[src/rtl/gf_inv_seq_if.sv]
// Operand/result handshake bundle for the sequential GF(2^m) inverter.
interface gf_inv_seq_if #(
   parameter int WIDTH = 8
);
   logic             in_valid;
   logic             in_ready;
   logic [WIDTH-1:0] b;
   logic             out_valid;
   logic             out_ready;
   logic [WIDTH-1:0] inv_b;
   logic [WIDTH-1:0] test_result;
   logic             check_ok;

   modport master (
      output in_valid, b, out_ready,
      input  in_ready, out_valid, inv_b, test_result, check_ok
   );

   modport slave (
      input  in_valid, b, out_ready,
      output in_ready, out_valid, inv_b, test_result, check_ok
   );
endinterface

[src/rtl/gf_inv_seq.sv]
// Multi-cycle GF(2^WIDTH) inverse b^(2^m-2) by square-and-multiply,
// one shared field multiplier, registered self-check product.
module gf_inv_seq #(
   parameter int          WIDTH = 8,
   parameter int unsigned POLY  = 'h11B
) (
   input logic        clk,
   input logic        rst_n,
   gf_inv_seq_if.slave io
);
   localparam int IW = $clog2(WIDTH);
   localparam logic [WIDTH-1:0] RED = POLY[WIDTH-1:0];
   localparam logic [WIDTH-1:0] ONE = WIDTH'(1);
   localparam logic [IW-1:0] LAST = IW'(WIDTH - 2);

   typedef enum logic [2:0] {
      IDLE, SQR, MUL, CHK, DONE
   } state_t;

   state_t           state_q, state_d;
   logic [WIDTH-1:0] a_q, a_d;
   logic [WIDTH-1:0] base_q, base_d;
   logic [WIDTH-1:0] acc_q, acc_d;
   logic [IW-1:0]    iter_q, iter_d;
   logic [WIDTH-1:0] inv_q, inv_d;
   logic [WIDTH-1:0] tr_q, tr_d;
   logic             ok_q, ok_d;
   logic [WIDTH-1:0] mx, my, prod;

   // MSB-first shift-and-add; reduction folded into each shift
   function automatic logic [WIDTH-1:0] mul(
      input logic [WIDTH-1:0] x,
      input logic [WIDTH-1:0] y
   );
      logic [WIDTH-1:0] p;
      p = '0;
      for (int i = WIDTH - 1; i >= 0; i--) begin
         p = {p[WIDTH-2:0], 1'b0} ^ (p[WIDTH-1] ? RED : '0);
         if (y[i]) p = p ^ x;
      end
      return p;
   endfunction

   always_comb begin
      mx = base_q;
      my = base_q;
      unique case (state_q)
         MUL: begin
            mx = acc_q;
            my = base_q;
         end
         CHK: begin
            mx = a_q;
            my = acc_q;
         end
         default: ;
      endcase
   end

   assign prod = mul(mx, my);

   always_comb begin
      state_d = state_q;
      a_d     = a_q;
      base_d  = base_q;
      acc_d   = acc_q;
      iter_d  = iter_q;
      inv_d   = inv_q;
      tr_d    = tr_q;
      ok_d    = ok_q;
      unique case (state_q)
         IDLE: begin
            if (io.in_valid) begin
               a_d     = io.b;
               base_d  = io.b;
               acc_d   = ONE;
               iter_d  = '0;
               state_d = SQR;
            end
         end
         SQR: begin
            base_d  = prod;
            state_d = MUL;
         end
         MUL: begin
            acc_d   = prod;
            iter_d  = iter_q + 1'b1;
            state_d = (iter_q == LAST) ? CHK : SQR;
         end
         CHK: begin
            inv_d   = acc_q;
            tr_d    = prod;
            ok_d    = ((a_q != '0) && (prod == ONE)) ||
                      ((a_q == '0) && (acc_q == '0));
            state_d = DONE;
         end
         DONE: begin
            if (io.out_ready) state_d = IDLE;
         end
         default: state_d = IDLE;
      endcase
   end

   always_ff @(posedge clk) begin
      if (!rst_n) begin
         state_q <= IDLE;
         a_q     <= '0;
         base_q  <= '0;
         acc_q   <= '0;
         iter_q  <= '0;
         inv_q   <= '0;
         tr_q    <= '0;
         ok_q    <= 1'b0;
      end else begin
         state_q <= state_d;
         a_q     <= a_d;
         base_q  <= base_d;
         acc_q   <= acc_d;
         iter_q  <= iter_d;
         inv_q   <= inv_d;
         tr_q    <= tr_d;
         ok_q    <= ok_d;
      end
   end

   assign io.in_ready    = (state_q == IDLE);
   assign io.out_valid   = (state_q == DONE);
   assign io.inv_b       = inv_q;
   assign io.test_result = tr_q;
   assign io.check_ok    = ok_q;
endmodule

[src/flat_wrapper.sv]
// flat-port wrapper written by rule: the top's interface ports become plain ports
module gf_inv_seq_flat 
#(
   parameter int          WIDTH = 8,
   parameter int unsigned POLY  = 'h11B
)
  (clk, rst_n, io_in_valid, io_b, io_out_ready, io_in_ready, io_out_valid, io_inv_b, io_test_result, io_check_ok);
  gf_inv_seq_if #(.WIDTH(WIDTH)) io_i ();
  input logic clk;
  input logic rst_n;
  input wire logic [$bits(io_i.in_valid)-1:0] io_in_valid;
  input wire logic [$bits(io_i.b)-1:0] io_b;
  input wire logic [$bits(io_i.out_ready)-1:0] io_out_ready;
  output wire logic [$bits(io_i.in_ready)-1:0] io_in_ready;
  output wire logic [$bits(io_i.out_valid)-1:0] io_out_valid;
  output wire logic [$bits(io_i.inv_b)-1:0] io_inv_b;
  output wire logic [$bits(io_i.test_result)-1:0] io_test_result;
  output wire logic [$bits(io_i.check_ok)-1:0] io_check_ok;
  assign io_i.in_valid = io_in_valid;
  assign io_i.b = io_b;
  assign io_i.out_ready = io_out_ready;
  assign io_in_ready = io_i.in_ready;
  assign io_out_valid = io_i.out_valid;
  assign io_inv_b = io_i.inv_b;
  assign io_test_result = io_i.test_result;
  assign io_check_ok = io_i.check_ok;
  gf_inv_seq #(.WIDTH(WIDTH), .POLY(POLY)) u_core (.clk(clk), .rst_n(rst_n), .io(io_i));
endmodule
[config.mk]
export PLATFORM = sky130hd
export DESIGN_NAME = gf_inv_seq_flat
export DESIGN_NICKNAME = d
export VERILOG_FILES = /design/src/rtl/gf_inv_seq_if.sv /design/src/rtl/gf_inv_seq.sv /design/src/flat_wrapper.sv
export SDC_FILE = /design/constraint.sdc
export NUM_CORES = 1
export LEC_CHECK = 0
export BUFFER_PORTS_ARGS = -buffer_cell sky130_fd_sc_hd__clkbuf_2
export CORE_ASPECT_RATIO = 1.4
export CORE_MARGIN = 2
export CORE_UTILIZATION = 50
export CTS_CLUSTER_SIZE = 25
export DETAILED_ROUTE_END_ITERATION = 8
export PLACE_DENSITY_LB_ADDON = 0.25
export SETUP_SLACK_MARGIN = 0.3
export SLEW_MARGIN = 20
export SYNTH_ARGS = -nofsm -noshare
export SYNTH_HDL_FRONTEND = slang
export SYNTH_SLANG_ARGS = --single-unit
export TNS_END_PERCENT = 10
[constraint.sdc]
create_clock -name clk -period 4.5 [get_ports clk]
set_clock_uncertainty 0.05 [all_clocks]
set_input_delay 0.225 -clock clk [delete_from_list [all_inputs] [get_ports clk]]
set_output_delay 0.225 -clock clk [all_outputs]
set_load 0.05 [all_outputs]
Word-level counts from Yosys, hierarchy flattened
Index checks and enable logic that the tools add are counted.

word-level totals
  register bits after elaboration = 47
  bits in latches = 0
  memory bits (writable) = 0
  bits in read-only memories = 0
  input port bits = 12
  output and inout bits = 19
  word-level logic and storage cells = 71
  memories kept = 0

cells by class
  add/sub/neg operators = 1
  $mul = 0
  div/mod/pow operators = 0
  $lt $le $gt $ge = 0
  equal/unequal tests = 8
  shift-type cells = 0
  multiplexer cells = 27
  bitwise logic cells = 14
  reductions and logical operators = 13

operator list
  kind                                                  count
  bitwise XOR 8 bit                                     14
  2-to-1 mux 8 bit                                      11
  case mux 8 bit (2 select lines)                       3
  2-to-1 mux 5 bit                                      7
  logical NOT 8 bit                                     2
  case mux 3 bit (5 select lines)                       1
  2-to-1 mux 3 bit                                      3
  equality test 8 x 1 -> 1 bit (second input constant)  1
  AND reduction 2 bit                                   4
  nonzero test 8 bit                                    1
  equality test 3 x 2 -> 1 bit (second input constant)  2
  equality test 3 bit (second input constant)           2
  case mux 3 bit (2 select lines)                       1
  inequality test 2 bit (second input constant)         2
  nonzero test 2 bit                                    2
  adder 3 x 1 -> 3 bit (second input constant)          1
  equality test 3 x 1 -> 1 bit (second input constant)  1
  logical NOT 3 bit                                     1
  logical AND 1 bit                                     2
  2-to-1 mux 2 bit                                      1
  logical OR 1 bit                                      1

Depth between registers and ports, before layout
Gate-level depths: netlist of the first run.

  word-level depth = 34
  mapped depth = 14
  mapped depth without buffers = 10

Worst setup path after synthesis of the first run
No wires, ideal clock.

  path kind = register to register
  start point = register u_core.state_q[0]
  end point = register u_core.ok_q, in the netlist u_core.io.check_ok
  library setup time = 0.096 ns
  arrival = 2.914 ns
  data required time = 4.354 ns
  slack = 1.440 ns
  stages on the path, launching flop included = 13
  path buffers = 2
  clock period less this slack = 3.060 ns
  cells stage by stage = dfxtp_1 > buf_6 > mux2_1 > mux2i_1 > buf_2 > nor2_1 > xnor2_1 > xnor2_1 > xnor3_1 > xnor2_1 > a2111oi_4 > nand4b_1 > o41ai_2

between the ends
  word-level cells in the longest chain between the ends = 29
  elaborated cells on any way between the ends = 36
  those cells by class = 3 x eq/ne; 17 x mux; 14 x bitwise; 2 x reduce/logical

ends and longest elaborated chain
  item                                                                        RTL line                            text
  start, declared                                                             gf_inv_seq.sv:20                    state_t state_q, state_d;
  start signal, assigned                                                      gf_inv_seq.sv:115                   state_q <= state_d;
  equality test 3 x 2 -> 1 bit, on equally long branches                      gf_inv_seq.sv:47, gf_inv_seq.sv:71
  case mux 8 bit (2 select lines) / 2-to-1 mux 8 bit (equally long branches)  gf_inv_seq.sv:47                    unique case (state_q)
  2-to-1 mux 8 bit                                                            gf_inv_seq.sv:39                    if (y[i]) p = p ^ x;
  bitwise XOR 8 bit / 2-to-1 mux 5 bit (equally long branches)                gf_inv_seq.sv:38                    p = {p[WIDTH-2:0], 1'b0} ^ (p[WIDTH-1] ? RED : '0);
  bitwise XOR 8 bit, on equally long branches                                 gf_inv_seq.sv:39, gf_inv_seq.sv:38
  2-to-1 mux 8 bit / bitwise XOR 8 bit (equally long branches)                gf_inv_seq.sv:39
  2-to-1 mux 5 bit, or another cell as far along                              gf_inv_seq.sv:38
  bitwise XOR 8 bit, on equally long branches                                 gf_inv_seq.sv:38, gf_inv_seq.sv:39
  [... 13 more ...]                                                           -
  2-to-1 mux 8 bit / bitwise XOR 8 bit (equally long branches)                gf_inv_seq.sv:39
  2-to-1 mux 5 bit / 2-to-1 mux 8 bit (equally long branches)                 gf_inv_seq.sv:38, gf_inv_seq.sv:39
  bitwise XOR 8 bit                                                           gf_inv_seq.sv:38
  bitwise XOR 8 bit                                                           gf_inv_seq.sv:39
  2-to-1 mux 8 bit                                                            gf_inv_seq.sv:39
  equality test 8 x 1 -> 1 bit                                                gf_inv_seq.sv:93                    ok_d = ((a_q != '0) && (prod == ONE)) ||
  logical AND 1 bit                                                           gf_inv_seq.sv:93
  logical OR 1 bit                                                            gf_inv_seq.sv:93
  end signal, assigned                                                        gf_inv_seq.sv:122                   ok_q <= ok_d;
  end, declared                                                               gf_inv_seq.sv:27                    logic ok_q, ok_d;

Several ways; a longest one is shown, not always the timed one.
A chain may end at the register's enable or synchronous reset.

Worst setup path after layout of the first run
Same ends and word-level chain as after synthesis.

==> results.md, run 1 <==
* Status: finished clean
* VDD IR max at 0.3019 mV
* Final setup fails at 0
* Via count at 2952
* Antenna-violating nets left at 0
* Worst Path Arrival at 3870 ps
* Post-cts sizing count at 0
* Hold Buf Count CTS at 0
* Hold Fails Final Rpt at 0
* Clock sinks at 47
* Worst min-delay path class: in2reg
* Worst-skew pair later-pin latency at 300 ps
* Die area at 7602 sq um
* Initial Utilization at 51.92%
* Overall Power at 1.560 mW
* CP Cell Sequence: buf_4 > mux2_1 > mux2i_2 > nor2_1 > xnor3_1 > xor2_2 > xnor2_2 > xnor3_2 > a2111oi_4 > nand4b_1 > o41ai_2
* Placed cell area at 3666 sq um
* Fin crit period at 3710 ps
* CTS Buffer Depth at 2
* H-tree depth at 2
* Post-synth top area share at 27.23%
* Total Routing Usage GR at 26.02%
* CTS tree: done
* # rows at 35
* Worst setup SP type: flip-flop
* Port buffer count at 30
* Iter 0 DRT Violations at 185
* Ys async rst share at 0%
* Slew Viols, Final at 0
* Worst-margin pin slew at 861.2 ps
* Post-synthesis cell area at 3456 sq um
* Post-Syn Nets at 438
* CTS root buf: clkbuf_8
* Slew margin rel. at 42.06%
* WS Path Type: reg2reg
* Die H at 102.4 microns
* Largest net degree at the start of global routing at 44
* Crit path max-delay family: XOR/XNOR gates
* Setup TNS at 0 ps
* EDFF count, synth at 0
* # fillers at 671
* Flops & latches, synth at 47
* Avg Cell Area, Syn at 8.151 sq um
* Multi-input combinational cell area at 2325 sq um
* CTS Buf Count at 5
* RSZ-0062 raised after global routing: false
* Cell accounting for the most synthesized area: dfxtp_1
* Detailed Route WL at 9083 microns
* CORE AREA at 6656 sq um
* Worst path bufs/invs at 1
* Worst EP required at 4660 ps
* First-pass GRT wire length at 14990 microns
* Worst path max stage delay at 540 ps
* Initial antenna violation count at 0
* Postcts setup bufs at 0
* Most common cell after layout, fill and taps aside: nor2_1
* Slowest CP cell: mux2i_2
* Leak at 1.439 nW
* Residual DRC at 0
* Largest cells by area after synthesis: dfxtp_1 (27%), xnor2_1 (10%), nor2_1 (10%), nand2_1 (6.2%), a21oi_1 (4.2%)
* Top_reg_cell synth: dfxtp_1
* Cell area after layout at 3751 sq um
* Post-DR wirelength/cell at 16.79 microns
* Layout cells sized above 1 at 18.49%
* Synth cell types at 53
* Ys Warns at 0
* Seq/Total Area, Yosys at 27.23%
* Hpwl dp at 6788 microns
* Area delta synth->final at 8.545%
* Die W at 74.26 microns
* Highest-count cells in the layout ignoring fill and taps: nor2_1 (92), nand2_1 (57), dfxtp_1 (47)
* Combined flip-flop and latch cell area at 940.9 sq um
* Clock transition at path regs at 90 ps
* Vias in the first global route at 2937
* Maximum fanout along the worst path at 17
* Total grt overflow at 0
* Max_cap viols at 0
* CP Capture Type: flip-flop
* Mapped Cells at 424
* Gpl congestion at 0.9273
* Layout net count at 462
* Final period util at 82.45%
* Finished Core Util at 56.35%
* I/O pin cnt at 31
* Power per Cell Area at 415.9 nW/um^2
* Ant. Diodes at 0
* 1st-pass router iterations at 4
* Fmax at 269.5 MHz
* Drt via density at 5.457
-- cell usage after synthesis (2+ instances only) --
library cell,instances
nand2b_1,3
mux2i_2,8
o21ai_0,8
a2bb2oi_1,2
and2_1,4
nand3_1,3
nor4_1,4
a22oi_1,5
clkbuf_1,14
a221oi_1,2
nor3b_1,3
nor3_1,10
xnor3_2,2
a311oi_1,5
nor2_1,92
nand4_1,2
mux2_2,5
mux2i_1,6
dfxtp_1,47
mux2i_4,5
buf_4,2
mux2_1,3
nand2_1,57
xnor2_1,41
buf_2,4
xor2_2,2
inv_1,7
xnor2_2,2
a21oi_1,29
buf_6,4
xnor3_1,5
buf_1,2
ha_1,2
a211oi_1,4
xor2_1,12
-- area by class of cell --
type	count	area share [%]
clock buffer	6	1.935
timing repair buffer	44	6.805
inverter	8	0.8005
tap	92	3.069
multi-input combinational	342	61.97
clock inverter	2	0.3336
sequential	47	25.08
-- stage by stage --
stage / cells / hold WS [ps] / setup WS [ps]
final: 541 / 126.1 / 789.9
after global routing: 541 / 138.6 / 579.4
after CTS: 541 / 126.2 / 811.1
after detailed placement: 533 / 401.6 / 850.4
after global placement: 533 / 393.7 / 991.5
after floorplan: 424 / 284.3 / 1440
-- logic make-up (layout without fill, tap and decap cells) --
family / count (synthesis) / in the layout / synth area share [%]
adders and majority gates: 2 / 2 / 0.7240
buffers and inverters: 35 / 60 / 5.503
xor gates and xnor gates: 64 / 64 / 19.95
and+or+nand+nor: 185 / 185 / 22.85
muxes: 27 / 27 / 10.79
AOI/OAI and AO/OA: 64 / 64 / 12.96
DFF: 47 / 47 / 27.23
-- path summary, 6_finish.rpt --
kind	startpoint	to	slack, ps	cells after the start
worst max-delay path	u_core.state_q[0]	u_core.io.check_ok	790	11
worst min-delay path	io_b[3]	u_core.a_q[3]	130	3
worst max register to register	u_core.state_q[0]	u_core.io.check_ok	790	11
worst min register to register	u_core.io.inv_b[6]	u_core.io.inv_b[6]	410	2
-- report_power, final --
group | internal, mW | switching (mW)
registers | 0.442 | 0.0469
clock network | 0.109 | 0.145
logic | 0.350 | 0.467
total | 0.901 | 0.659
-- sequential cells by signal, indices dropped and copies added (netlist names) --
signal and flops:
u_core.io.inv_b 8, u_core.base_q 8, u_core.acc_q 8, u_core.io.test_result 8, u_core.io.check_ok 1, u_core.a_q 8, u_core.iter_q 3, u_core.state_q 3
-- layer usage --
layer | vias to the layer above | track usage (%) | wire, microns
met5 | - | 0 | 0
met2 | 78 | 45.60 | 4670
met3 | 20 | 2.860 | 334
met1 | 1389 | 31.35 | 3773
li1 | 1465 | - | -
met4 | 0 | 12.36 | 303
-- worst register-to-register path: cells and delay by family (launching register included) --
family / cells / cell delay, ps
AND/OR/NAND/NOR: 2 / 280
XOR/XNOR: 4 / 1340
multiplexers: 2 / 900
AO/OA/AOI/OAI: 2 / 410
flip-flops: 1 / 380
buffers and inverters: 1 / 250
Note: power is estimated with default switching activity, not from simulation.
==> run 2: changes to the inputs <==
==> constraint.sdc (replaced) <==
create_clock -name clk -period 3.59 [get_ports clk]
set_clock_uncertainty 0.05 [all_clocks]
set_input_delay 0.1795 -clock clk [delete_from_list [all_inputs] [get_ports clk]]
set_output_delay 0.1795 -clock clk [all_outputs]
set_load 0.05 [all_outputs]
==> run 2 against run 1 <==
  * Worst hold slack got worse by 41 ps
  * Cell area increased by 7.8%
  * Setup slack got worse by 490 ps
  * Sequential cell count unchanged
  * Core utilization increased by 4.4 points
==> results.md, run 2 (synthesis gave the netlist of run 1 again) <==
* Via count at 3094 (+4.8%)
* Port buffer count at 30 (unchanged)
* Most common cell after layout, fill and taps aside: nor2_1
* Clock transition at path regs at 90 ps (about the same)
* Highest Signal Layer: met4
* Drt via density at 5.466 (+0.18%)
* Highest-count cells in the layout ignoring fill and taps: nor2_1 (92), nand2_1 (57), dfxtp_1 (46)
* Met3 wire length at 407 microns (+22%)
* DR WL met2 at 4946 microns (+5.9%)
* Total grt overflow at 0 (unchanged)
* Die area at 7602 sq um (unchanged)
* Met1 WL at 3881 microns (+2.9%)
* Worst EP required at 3760 ps (-900 ps)
* CTS root buf: clkbuf_8
* Hold Fails Final Rpt at 0 (unchanged)
* Die H at 102.4 microns (unchanged)
* Clock sinks at 47 (unchanged)
* H-tree depth at 2 (unchanged)
* CTS Buffer Depth at 2 (unchanged)
* Total Routing Usage GR at 26.45% (+0.42 points)
* Iter 0 DRT Violations at 172 (-7.0%)
* CTS tree: done
* Fin crit period at 3288 ps (-421.9 ps)
* Maximum fanout along the worst path at 14 (-3)
* Initial antenna violation count at 0 (unchanged)
* I/O pin cnt at 31 (unchanged)
* Max_cap viols at 0 (unchanged)
* Worst min-delay path class: in2reg
* Area delta synth->final at 16.98%
* Slew Viols, Final at 0 (unchanged)
* Antenna-violating nets left at 0 (unchanged)
* Hold Buf Count CTS at 0 (unchanged)
* Fmax at 304.1 MHz (+13%)
* Overall Power at 2.063 mW (+32%)
* CP Capture Type: flip-flop
* Slew margin rel. at 39.91% (-2.1 points)
* CTS Buf Count at 5 (unchanged)
* WS Path Type: reg2reg
* RSZ-0062 raised after global routing: true
* Ant. Diodes at 0 (unchanged)
* Final period util at 91.59% (+9.1 points)
* Initial Utilization at 51.92% (unchanged)
* Power per Cell Area at 510.4 nW/um^2 (+23%)
* 1st-pass router iterations at 5 (+1)
* Hpwl dp at 7161 microns (+5.5%)
* Gpl congestion at 0.9050 (-2.4%)
* Layout net count at 487 (+5.4%)
* # rows at 35 (unchanged)
* Layout cells sized above 1 at 24.26% (+5.8 points)
* Status: finished clean
* Worst-margin pin slew at 895.8 ps (+34.60 ps)
* Setup TNS at 0 ps (unchanged)
* Vias in the first global route at 3007 (+2.4%)
* Worst Path Arrival at 3450 ps (-420 ps)
* Residual DRC at 0 (unchanged)
* Final setup fails at 0 (unchanged)
* Worst hold stages at 3 (unchanged)
* First-pass GRT wire length at 15350 microns (+2.4%)
* Detailed Route WL at 9509 microns (+4.7%)
* Largest net degree at the start of global routing at 34 (-23%)
* VDD IR max at 0.3713 mV (+23%)
* Worst setup SP type: flip-flop
* R2R depth at 11 (unchanged)
* Finished Core Util at 60.73% (+4.4 points)
* Leak at 1.599 nW (+11%)
* Worst-skew pair later-pin latency at 300 ps (about the same)
* CORE AREA at 6656 sq um (unchanged)
* Post-DR wirelength/cell at 16.80 microns (about the same)
* Die W at 74.26 microns (unchanged)
[run 2: final timing paths]
path	from	to	slack [ps]
hold / removal	io_b[6]	u_core.a_q[6]	90
hold reg to reg	u_core.io.inv_b[5]	u_core.io.inv_b[5]	410
setup / recovery	u_core.state_q[2]	u_core.io.check_ok	300
setup reg to reg	u_core.state_q[2]	u_core.io.check_ok	300
[run 2: where the power goes]
| part | internal [mW] | switching [mW] | total, mW |
|---|---|---|---|
| Combinational | 0.467 | 0.633 | 1.10 |
| Clock | 0.176 | 0.174 | 0.350 |
| Sequential | 0.554 | 0.0584 | 0.613 |
[run 2: area by class of cell]
cell class | count | area (sq um)
timing repair buffer | 69 | 480.5
inverter | 8 | 30.03
multi-input combinational | 342 | 2372
clock buffer | 8 | 100.1
sequential | 47 | 944.7
tap | 92 | 115.1
fill | 629 | 2614
[run 2: critical path: stages (launching register included)]
cell and delay [ps]:
dfxtp_1 370, nand2b_1 170, buf_12 180, mux2i_4 370, nor2_1 100, xnor2_1 180, xnor3_1 460, xnor2_2 180
buf_4 150, xnor2_2 240, xnor3_2 380, o41ai_2 340
[run 2: stage by stage]
| step | std cells | hold WS, ps | area (sq um) | worst slack [ps] |
|---|---|---|---|---|
| final | 566 | 85.50 | 4043 | 301.8 |
| after global routing | 566 | 106.9 | 4043 | 196.5 |
| after CTS | 557 | 88.89 | 3936 | 219.0 |
| after detailed placement | 547 | 399.5 | 3796 | 45.81 |
| after global placement | 547 | 393.7 | 3796 | 92.08 |
| after floorplan | 424 | 238.8 | 3456 | 530.4 |
[run 2: per-layer routing]
metal  global-route usage, %  up-vias
met3                   3.156       22
li1                        -     1519
met4                   11.54        0
met5                       0        -
met2                   47.39       92
met1                   31.24     1461
[run 2: repair_timing]
action / 4_1_cts / 5_1_grt
resized for setup: 5 / 4
pin swaps: 3 / 5
endpoints found under the setup margin: 12 / 9
setup buffers: 2 / 9
